File: config.mk
export PLATFORM = sky130hd
export DESIGN_NAME = store_queue_dfx_flat
export DESIGN_NICKNAME = d
export VERILOG_FILES = /design/src/rtl/store_queue_dfx_if.sv /design/src/rtl/store_queue_dfx.sv /design/src/flat_wrapper.sv
export SDC_FILE = /design/constraint.sdc
export NUM_CORES = 1
export LEC_CHECK = 0
export ABC_AREA = 1
export CORE_MARGIN = 4
export CORE_UTILIZATION = 49
export DETAILED_ROUTE_END_ITERATION = 12
export HOLD_SLACK_MARGIN = 0.05
export PLACE_DENSITY = 0.72
export SLEW_MARGIN = 0
export SYNTH_ARGS = -nofsm -noshare
export SYNTH_HDL_FRONTEND = slang
export SYNTH_SLANG_ARGS = --single-unit
File: constraint.sdc
create_clock -name clk_i -period 18.9 [get_ports clk_i]
set_input_delay 3.78 -clock clk_i [delete_from_list [all_inputs] [get_ports clk_i]]
set_output_delay 3.78 -clock clk_i [all_outputs]
set_load 0.03 [all_outputs]
File: src/rtl/store_queue_dfx_if.sv
// Push channel (translated stores in) and D$ write port (committed stores out) of the store queue.
// The slave modport is the queue; the master modport is the LSU/D$ side.
interface store_queue_dfx_if #(
  parameter int PLEN = 56,
  parameter int XLEN = 64
);
  logic                valid_i;
  logic                ready_o;
  logic [PLEN-1:0]     paddr_i;
  logic [XLEN-1:0]     data_i;
  logic [XLEN/8-1:0]   be_i;
  logic [1:0]          size_i;

  logic                mem_req_o;
  logic                mem_gnt_i;
  logic [PLEN-1:0]     mem_addr_o;
  logic [XLEN-1:0]     mem_data_o;
  logic [XLEN/8-1:0]   mem_be_o;
  logic [1:0]          mem_size_o;

  // Push: an entry transfers on a cycle with valid_i && ready_o. Drain: mem_req_o and the mem_*
  // fields hold steady until the cycle with mem_req_o && mem_gnt_i, which retires the entry.
  modport slave (
    input  valid_i, paddr_i, data_i, be_i, size_i, mem_gnt_i,
    output ready_o, mem_req_o, mem_addr_o, mem_data_o, mem_be_o, mem_size_o
  );

  modport master (
    output valid_i, paddr_i, data_i, be_i, size_i, mem_gnt_i,
    input  ready_o, mem_req_o, mem_addr_o, mem_data_o, mem_be_o, mem_size_o
  );
endinterface

File: src/rtl/store_queue_dfx.sv
// Circular store queue: speculative and committed stores, drain to D$, DFX quiesce handshake.
// Define STORE_FWD_EN to add store-to-load forwarding ports and logic.
module store_queue_dfx #(
  parameter int DEPTH = 4,
  parameter int PLEN  = 56,
  parameter int XLEN  = 64
) (
  input  logic                 clk_i,
  input  logic                 rst_ni,
  input  logic                 flush_i,
  input  logic                 shutdown_req_i,
  output logic                 shutdown_ack_o,
  store_queue_dfx_if.slave     bus,
  input  logic                 commit_i,
  output logic                 commit_ready_o,
  output logic                 no_st_pending_o,
  output logic                 empty_o,
  input  logic [11:0]          page_offset_i,
  output logic                 page_offset_matches_o,
`ifdef STORE_FWD_EN
  input  logic [PLEN-1:0]      ld_paddr_i,
  input  logic [XLEN/8-1:0]    ld_be_i,
  output logic                 fwd_valid_o,
  output logic [XLEN-1:0]      fwd_data_o,
`endif
  output logic [1:0]           dbg_state_o
);

  localparam int PTR_W = $clog2(DEPTH);
  localparam int CNT_W = $clog2(DEPTH) + 1;
  localparam logic [CNT_W-1:0] DEPTH_C = CNT_W'(DEPTH);

  typedef enum logic [1:0] {
    ST_RUN      = 2'd0,
    ST_DRAIN    = 2'd1,
    ST_QUIESCED = 2'd2
  } state_e;

  state_e             state_q;
  logic [PTR_W-1:0]   rd_ptr_q, rd_ptr_d, cm_ptr_q, cm_ptr_d, wr_ptr_q, wr_ptr_d;
  logic [CNT_W-1:0]   com_cnt_q, com_cnt_d, spec_cnt_q, spec_cnt_d;
  logic [CNT_W-1:0]   occ;

  logic [PLEN-1:0]    addr_q [DEPTH];
  logic [XLEN-1:0]    data_q [DEPTH];
  logic [XLEN/8-1:0]  be_q   [DEPTH];
  logic [1:0]         size_q [DEPTH];

  logic mem_req, pop, push_acc, commit_acc;

  assign occ        = com_cnt_q + spec_cnt_q;
  assign mem_req    = (com_cnt_q != '0) && (state_q != ST_QUIESCED);
  assign pop        = mem_req && bus.mem_gnt_i;
  assign commit_acc = commit_i && (spec_cnt_q != '0);
  // The slot freed by a same-cycle pop is reusable, so a full queue still accepts while draining.
  assign bus.ready_o = ((occ < DEPTH_C) || pop) && !shutdown_req_i;
  assign push_acc   = bus.valid_i && bus.ready_o && !flush_i;

  assign bus.mem_req_o  = mem_req;
  assign bus.mem_addr_o = addr_q[rd_ptr_q];
  assign bus.mem_data_o = data_q[rd_ptr_q];
  assign bus.mem_be_o   = be_q[rd_ptr_q];
  assign bus.mem_size_o = size_q[rd_ptr_q];

  assign commit_ready_o  = (spec_cnt_q != '0);
  assign no_st_pending_o = (com_cnt_q == '0);
  assign empty_o         = (occ == '0);
  assign shutdown_ack_o  = (state_q == ST_QUIESCED);
  assign dbg_state_o     = state_q;

  always_comb begin
    rd_ptr_d   = rd_ptr_q;
    cm_ptr_d   = cm_ptr_q;
    wr_ptr_d   = wr_ptr_q;
    if (pop)        rd_ptr_d = rd_ptr_q + 1'b1;
    if (commit_acc) cm_ptr_d = cm_ptr_q + 1'b1;
    if (push_acc)   wr_ptr_d = wr_ptr_q + 1'b1;
    com_cnt_d  = com_cnt_q + CNT_W'(commit_acc) - CNT_W'(pop);
    spec_cnt_d = spec_cnt_q + CNT_W'(push_acc) - CNT_W'(commit_acc);
    // Flush rolls the write pointer back to the post-commit boundary.
    if (flush_i) begin
      wr_ptr_d   = cm_ptr_d;
      spec_cnt_d = '0;
    end
  end

  always_ff @(posedge clk_i) begin
    if (!rst_ni) begin
      rd_ptr_q   <= '0;
      cm_ptr_q   <= '0;
      wr_ptr_q   <= '0;
      com_cnt_q  <= '0;
      spec_cnt_q <= '0;
    end else begin
      rd_ptr_q   <= rd_ptr_d;
      cm_ptr_q   <= cm_ptr_d;
      wr_ptr_q   <= wr_ptr_d;
      com_cnt_q  <= com_cnt_d;
      spec_cnt_q <= spec_cnt_d;
    end
  end

  always_ff @(posedge clk_i) begin
    if (push_acc) begin
      addr_q[wr_ptr_q] <= bus.paddr_i;
      data_q[wr_ptr_q] <= bus.data_i;
      be_q[wr_ptr_q]   <= bus.be_i;
      size_q[wr_ptr_q] <= bus.size_i;
    end
  end

  always_ff @(posedge clk_i) begin
    if (!rst_ni) begin
      state_q <= ST_RUN;
    end else begin
      case (state_q)
        ST_RUN:      if (shutdown_req_i) state_q <= ST_DRAIN;
        ST_DRAIN: begin
          if (!shutdown_req_i) state_q <= ST_RUN;
          else if ((com_cnt_q == '0) && (spec_cnt_q == '0) && !mem_req) state_q <= ST_QUIESCED;
        end
        ST_QUIESCED: if (!shutdown_req_i) state_q <= ST_RUN;
        default:     state_q <= ST_RUN;
      endcase
    end
  end

  // Entries are scanned by age from rd_ptr, so slot k is occupied when k < occupancy.
  logic [PTR_W-1:0] po_idx;
  logic             po_match;
  always_comb begin
    po_idx   = '0;
    po_match = bus.valid_i && bus.ready_o && (bus.paddr_i[11:3] == page_offset_i[11:3]);
    for (int k = 0; k < DEPTH; k++) begin
      po_idx = rd_ptr_q + PTR_W'(k);
      if ((CNT_W'(k) < occ) && (addr_q[po_idx][11:3] == page_offset_i[11:3])) po_match = 1'b1;
    end
  end
  assign page_offset_matches_o = po_match;

  logic unused_po;
  assign unused_po = ^page_offset_i[2:0];

`ifdef STORE_FWD_EN
  logic [PTR_W-1:0] fw_idx;
  logic             fw_valid;
  logic [XLEN-1:0]  fw_data;
  // Later (younger) matches overwrite earlier ones; a partially covering youngest match yields no forward.
  always_comb begin
    fw_idx   = '0;
    fw_valid = 1'b0;
    fw_data  = '0;
    for (int k = 0; k < DEPTH; k++) begin
      fw_idx = rd_ptr_q + PTR_W'(k);
      if ((CNT_W'(k) < occ) && (addr_q[fw_idx][PLEN-1:3] == ld_paddr_i[PLEN-1:3])) begin
        fw_valid = ((be_q[fw_idx] & ld_be_i) == ld_be_i);
        fw_data  = fw_valid ? data_q[fw_idx] : '0;
      end
    end
  end
  assign fwd_valid_o = fw_valid;
  assign fwd_data_o  = fw_data;

  logic unused_ld;
  assign unused_ld = ^ld_paddr_i[2:0];
`endif

endmodule

File: src/flat_wrapper.sv
// flat-port wrapper written by rule: the top's interface ports become plain ports
module store_queue_dfx_flat 
#(
  parameter int DEPTH = 4,
  parameter int PLEN  = 56,
  parameter int XLEN  = 64
)
  (clk_i, rst_ni, flush_i, shutdown_req_i, shutdown_ack_o, commit_i, commit_ready_o, no_st_pending_o, empty_o, page_offset_i, page_offset_matches_o, dbg_state_o, bus_valid_i, bus_paddr_i, bus_data_i, bus_be_i, bus_size_i, bus_mem_gnt_i, bus_ready_o, bus_mem_req_o, bus_mem_addr_o, bus_mem_data_o, bus_mem_be_o, bus_mem_size_o);
  store_queue_dfx_if #(.PLEN(PLEN), .XLEN(XLEN)) bus_i ();
  input  logic clk_i;
  input  logic rst_ni;
  input  logic flush_i;
  input  logic shutdown_req_i;
  output logic shutdown_ack_o;
  input  logic commit_i;
  output logic commit_ready_o;
  output logic no_st_pending_o;
  output logic empty_o;
  input  logic [11:0] page_offset_i;
  output logic page_offset_matches_o;
  output logic [1:0] dbg_state_o;
  input wire logic [$bits(bus_i.valid_i)-1:0] bus_valid_i;
  input wire logic [$bits(bus_i.paddr_i)-1:0] bus_paddr_i;
  input wire logic [$bits(bus_i.data_i)-1:0] bus_data_i;
  input wire logic [$bits(bus_i.be_i)-1:0] bus_be_i;
  input wire logic [$bits(bus_i.size_i)-1:0] bus_size_i;
  input wire logic [$bits(bus_i.mem_gnt_i)-1:0] bus_mem_gnt_i;
  output wire logic [$bits(bus_i.ready_o)-1:0] bus_ready_o;
  output wire logic [$bits(bus_i.mem_req_o)-1:0] bus_mem_req_o;
  output wire logic [$bits(bus_i.mem_addr_o)-1:0] bus_mem_addr_o;
  output wire logic [$bits(bus_i.mem_data_o)-1:0] bus_mem_data_o;
  output wire logic [$bits(bus_i.mem_be_o)-1:0] bus_mem_be_o;
  output wire logic [$bits(bus_i.mem_size_o)-1:0] bus_mem_size_o;
  assign bus_i.valid_i = bus_valid_i;
  assign bus_i.paddr_i = bus_paddr_i;
  assign bus_i.data_i = bus_data_i;
  assign bus_i.be_i = bus_be_i;
  assign bus_i.size_i = bus_size_i;
  assign bus_i.mem_gnt_i = bus_mem_gnt_i;
  assign bus_ready_o = bus_i.ready_o;
  assign bus_mem_req_o = bus_i.mem_req_o;
  assign bus_mem_addr_o = bus_i.mem_addr_o;
  assign bus_mem_data_o = bus_i.mem_data_o;
  assign bus_mem_be_o = bus_i.mem_be_o;
  assign bus_mem_size_o = bus_i.mem_size_o;
  store_queue_dfx #(.DEPTH(DEPTH), .PLEN(PLEN), .XLEN(XLEN)) u_core (.clk_i(clk_i), .rst_ni(rst_ni), .flush_i(flush_i), .shutdown_req_i(shutdown_req_i), .shutdown_ack_o(shutdown_ack_o), .bus(bus_i), .commit_i(commit_i), .commit_ready_o(commit_ready_o), .no_st_pending_o(no_st_pending_o), .empty_o(empty_o), .page_offset_i(page_offset_i), .page_offset_matches_o(page_offset_matches_o), .dbg_state_o(dbg_state_o));
endmodule
[After elaboration in Yosys (flattened, before gate mapping)]
Memories as Yosys holds them, arrays and structs flattened. A register that Yosys moved wholly into a read port is not among the register bits.
Index checks and enable logic that the tools add are counted.
Storage, ports and cells
  output and inout port bits: 139
  bits in writable memories: 520
  flip-flop bits (word level): 14
  memories: 4
  bits of input ports: 149
Memory list
  u_core.data_q: depth 4, width 64, rd ports 1, clocked after Yosys merged registers in 1, write ports 1, RTL line store_queue_dfx.sv:45  | logic [XLEN-1:0] data_q [DEPTH];
  u_core.addr_q: depth 4, width 56, rd ports 4, clocked after Yosys merged registers in 1, write ports 1, RTL line store_queue_dfx.sv:44  | logic [PLEN-1:0] addr_q [DEPTH];
  u_core.be_q: depth 4, width 8, rd ports 1, clocked after Yosys merged registers in 1, write ports 1, RTL line store_queue_dfx.sv:46  | logic [XLEN/8-1:0] be_q [DEPTH];
  u_core.size_q: depth 4, width 2, rd ports 1, clocked after Yosys merged registers in 1, write ports 1, RTL line store_queue_dfx.sv:47  | logic [1:0] size_q [DEPTH];
Operators by class
  bitwise gates (word level): 1
  add/subtract/negate cells: 10
  $lt $le $gt $ge: 5
  multiplexer cells: 22
  reduce and logical (&&, ||, !) cells: 26
  equality and inequality tests: 11
Operator list (count)
  9-bit == test: 5
  2-bit two-way mux: 15
  1-bit logical AND: 13
  3-bit zero test: 3
  2-bit by 1-bit adder with 2-bit output, second input constant: 3
  3-bit by 1-bit adder with 3-bit output: 2
  1-bit by 3-bit less-than comparator with 1-bit output, first input constant: 2
  2-bit by 3-bit less-than comparator with 1-bit output, first input constant: 2
  1-bit two-way mux: 6
  2-bit != test, second input constant: 3
  2-bit one-hot mux with 3 select lines: 1
  3-bit nonzero test: 2
  3-bit by 1-bit subtractor with 3-bit output: 2
  2-bit adder, second input constant: 2
  3-bit adder: 1
  1-bit zero test: 3
  3-bit less-than comparator, second input constant: 1
  3-bit by 2-bit != test with 1-bit output, second input constant: 1
  3-bit AND reduction: 1
  2-bit by 1-bit == test with 1-bit output, second input constant: 1
  2-bit == test, second input constant: 1
  2-bit zero test: 1
  2-bit nonzero test: 1
  2-bit OR reduction: 1
  other kinds (2): 2

[Logic depth before layout (Yosys ltp)]
  depth in word-level cells: 11
  gate-level depth with buffers: 16
  mapped depth without buffers: 16

[Worst setup path after synthesis]
Ideal clock, no wire load.
  path kind: input-to-reg
  start: in bus_mem_gnt_i
  end: mem u_core.addr_q[0][0], enable pin
  arrival: 9.814 ns
  setup slack: 8.466 ns
  stages on the path: 6
  buffers on the path: 0
  library setup time: 0.621 ns
  path through: nand3_1 -> nand2_1 -> nand3_1 -> nor2_1 -> inv_1 -> nor2_1
On the way
  word-level cells in the longest chain between the ends: 7
RTL lines
  start, declared: RTL line flat_wrapper.sv:27  | input wire logic [$bits(bus_i.mem_gnt_i)-1:0] bus_mem_gnt_i;
  1-bit logical AND: RTL line store_queue_dfx.sv:53  | assign pop = mem_req && bus.mem_gnt_i;
  1-bit logical OR: RTL line store_queue_dfx.sv:56  | assign bus.ready_o = ((occ < DEPTH_C) || pop) && !shutdown_req_i;
  1-bit logical AND: RTL line store_queue_dfx.sv:56
  1-bit logical AND (2 in series): RTL line store_queue_dfx.sv:57  | assign push_acc = bus.valid_i && bus.ready_o && !flush_i;
  1-bit two-way mux: RTL line store_queue_dfx.sv:104  | if (push_acc) begin
  1-bit two-way mux (implied by the code): RTL line store_queue_dfx.sv:105  | addr_q[wr_ptr_q] <= bus.paddr_i;
  end, declared: RTL line store_queue_dfx.sv:44
Every way passes these cells.

[Final worst setup path]
  start: in page_offset_i[8]
  end: out page_offset_matches_o
On the way
  word-level cells in the longest chain between the ends: 6
RTL lines
  start, declared: RTL line flat_wrapper.sv:19  | input logic [11:0] page_offset_i;
  9-bit == test (on tied branches): RTL line store_queue_dfx.sv:133, store_queue_dfx.sv:136
  1-bit logical AND (on tied branches): RTL line store_queue_dfx.sv:133, store_queue_dfx.sv:136
  1-bit two-way mux (3 in series): RTL line store_queue_dfx.sv:136  | if ((CNT_W'(k) < occ) && (addr_q[po_idx][11:3] == page_offset_i[11:3])) po_match = 1'b1;
  1-bit two-way mux (*): RTL line store_queue_dfx.sv:136
  end, declared: RTL line flat_wrapper.sv:20  | output logic page_offset_matches_o;
Mark *: on every way between the ends. The rest lies on a longest branch, timed or not.

==> metrics.md <==
| Metric | Value |
|---|---|
| Ys Warns | 0 |
| Leading area contributor after synthesis | edfxtp_1 |
| R2R Setup Slk | 14.78 ns |
| Mapped Cells | ~1.8k |
| Status | finished, final reports clean |
| Synth top area share | around 72% |
| DR pass1 iterations | 8 |
| H-tree depth | 2 |
| Final Power | 0.00381 W |
| TritonCTS clock tree | built |
| Post-synth cell types | 28 |
| Delay-heaviest family, CP | buffers and inverters |
| Boundary pin count | 288 |
| Sequential-to-total area share from yosys stat | ~74% |
| First-pass GRT wire length | 78800 um |
| Post-route minimum period | between 9 and 10 ns |
| CP peak stage delay | around 0.7 ns |
| CP Max Fanout | 6 |
| Cells taking the most area after synthesis | edfxtp_1 (72%), o21ai_0 (5.9%), nand2_1 (5.0%), nor2_1 (5.0%), o22ai_1 (3.5%) |
| Most frequent cells in the layout | edfxtp_1 (520), nand2_1 (289), clkdlybuf4s50_1 (284) |
| Chip width | 218 um |
| Final worst slack | about 9.1 ns |
| Max Freq | 0.103 GHz |
| Hold Path Cell Cnt | 1 |
| Worst path arrival time | ~6 ns |
| Adder-Cell Fraction of Synth Area | less than 1% |
| Sw frac | between 30% and 40% |
| Switching Power | between 0.001 and 0.0015 W |
| Pre-CTS setup slack | between 9 and 10 ns |
| Critical path class | input pin to output pin |
| Post-CTS sizing | 0 |
| Register share of total power | 36.0% |
| 1st-iter DRT viols | roughly 1.1k |
| Combinational Power Share | a little under two fifths |
| Max-cap viol count | 0 |
| Critical R2R Capture | u_core.data_q[3][38]$_DFFE_PP_ |
| PwrDens | 143 nW/um^2 |
| Sum Neg Setup Slack | 0 ns |
| Final setup vio count | 0 |
| Latest clock arrival within the worst-skew pair | roughly 0.6 ns |
| CTS Buf Count | 54 |
| Fin Clk Skew | between 0.02 and 0.03 ns |
| Initial antenna violation count | 9 |
| EDFF count, synth | 520 |
| Core area | 43400 um^2 |
| Ys async rst share | 0% |
| Layout area overhead | 23.2% |
| Post-CTS Hold Buffers | 0 |
| Initial core utilization | roughly 50% |
| IO buf count | 284 |
| Final routed DRC violation total | 0 |
| CTS Sinks | about 540 |
| Die Y | approximately 220 um |
| Post-synthesis compound-gate area fraction | under 10% |
| Pins Over Slew Limit | 0 |
| Buf/Inv on CP | 3 |
| Slew margin rel. | 26.8% |
| Vias in the first global route | 14.3k |
| Crit path from | page_offset_i[8] |
| Main flop type after synthesis | edfxtp_1 |
| Critical path capture point type | output pin |
| Multiplexer share of the synthesized area | 0% |
| Grt ovf | 0 |
| Final ANT Viol Nets | 0 |
| Wire per inst | 19.4 um |
| DP Wirelength | approximately 30000 um |
| WHS Endpoint | u_core.dbg_state_o[0]$_SDFFE_PN0P_ |
| Cell breakdown of the critical path | clkdlybuf4s50_1, inv_1, or2_2, nand3_1, nor2_1, nand4_1, nor3_1, nor2_1, nand3_1, clkdlybuf4s50_1 |
| VDD IR-drop max | approximately 0.096 mV |
| Avg Inst Size Synth | between 10 and 15 um^2 |
| FF+latch count, synth | approximately 540 |
| Clock-pin slew on the worst setup and hold paths | 0.05 ns |
| Clk root buf | clkbuf_16 |
| RSZ-0062 raised after global routing | false |
| Vias/cell | 5.44 |
| Int Pwr | about 0.0024 W |
| Worst Hold Launch | u_core.dbg_state_o[0]$_SDFFE_PN0P_ |
| Total Routing Usage GR | a little over a fifth |
| Hold Vio Cnt, Final | 0 |
| Post-Synth XOR/XNOR Area | less than 1% |
| Tcrit/Tclk final | between 50% and 60% |
| Syn Nets | ~1.9k |
| Clk pwr share | 26.7% |
| Register-to-Register Path Depth | 12 |
| Critical Path RT | around 15 ns |
| Reg2reg start | u_core.spec_cnt_q[1]$_SDFF_PP0_ |
| Util after Layout | about 61% |
| Total routed wirelength | 51600 um |
| Leading cell type in the layout, fill and taps excluded | edfxtp_1 |
| Pin count of the biggest net entering global routing | 109 |
| Max Root-Sink Buffers | 3 |
| Placer congestion estimate | ~0.87 |
| Post-Syn Area | between 20000 and 25000 um^2 |
| Synth Area in Simple Gates | 11.9% |
| DR vias | roughly 14k |
| Slowest stage cell, crit path | clkdlybuf4s50_1 |
| Num rows | 76 |
| Leak pwr | just over 9 nW |
| Largest family of logic cells by synthesized area | simple AND/OR/NAND/NOR gates |
| Die area | approximately 47000 um^2 |
| Final net count | approximately 2.2k |
| Startpoint Class | input pin |
| Hold crit path type | register to register |
| Post-CTS Setup Bufs | 0 |
| Worst slew pin tran | ~1.1 ns |
| Share of layout cells above drive strength 1 | under 10% |
cell type report:
type | instances | area, um^2
Multi-Input combinational cell | 1070 | 5010
Sequential cell | 536 | 15900
Clock inverter | 23 | 238
Clock buffer | 74 | 1460
Fill cell | 3388 | 16800
Antenna cell | 2 | 5.00
Timing Repair Buffer | 300 | 2960
Inverter | 65 | 250
Tap cell | 585 | 732
cells by family after synthesis:
| family | after synthesis |
|---|---|
| xor+xnor | 15 |
| buf+inv | 162 |
| flops | 536 |
| simple gates | 653 |
| fa+ha+maj | 12 |
| compound gates | 390 |
worst max path at each step:
stage	end	cells after the start
floorplan	u_core.addr_q[0][0]$_DFFE_PP_	6
finish	page_offset_matches_o	10
detailed placement	page_offset_matches_o	10
global placement	page_offset_matches_o	10
global route	page_offset_matches_o	10
CTS	page_offset_matches_o	10
sequential cells by signal, indices dropped and copies added (netlist names), named ones only:
register            count
u_core.cm_ptr_q         2
u_core.rd_ptr_q         2
u_core.addr_q         224
u_core.com_cnt_q        3
u_core.dbg_state_o      2
u_core.wr_ptr_q         2
u_core.spec_cnt_q       3
u_core.data_q         256
u_core.size_q           8
u_core.be_q            32
stage by stage:
step           cell area [um^2]  hold slack (ns)  std cells
4_1_cts                   26600            0.481       2653
3_3_place_gp              24900            0.477       2556
5_1_grt                   26600            0.493       2654
6_report                  26600            0.479       2655
3_5_place_dp              24900            0.474       2556
2_1_floorplan             21600            0.486       1768
per-layer routing:
metal / GRT usage, % / vias up / share of wire, %
met5: 0 / - / 0.20
met4: 5.73 / 14 / 2.2
met3: 7.75 / 96 / 9.0
met2: 35.2 / 417 / 48
met1: 26.5 / 7067 / 40
li1: - / 6859 / -
power by group through the flow:
stage / Sequential [W] / Combinational [W] / Clock (W)
2_1_floorplan: 0.00137 / 0.000888 / 0
3_3_place_gp: 0.00140 / 0.00141 / 0
3_5_place_dp: 0.00140 / 0.00142 / 0
4_1_cts: 0.00137 / 0.00143 / 0.00104
5_1_grt: 0.00138 / 0.00154 / 0.00110
6_report: 0.00137 / 0.00142 / 0.00102
synth_stat cells (2+ instances only):
cell type,count
nand2_1,289
edfxtp_1,520
nor3_1,2
xor2_1,9
or2_2,7
clkbuf_1,66
nor2_1,286
o22ai_1,121
inv_2,2
dfxtp_1,16
buf_2,21
a31oi_1,2
ha_1,9
buf_4,6
o21ai_0,253
o21ai_1,2
inv_1,63
xnor2_1,6
fa_1,3
a21oi_1,11
buf_1,2
nand3_1,65
buf_6,2
No activity file was read; power rests on OpenSTA's default activity.
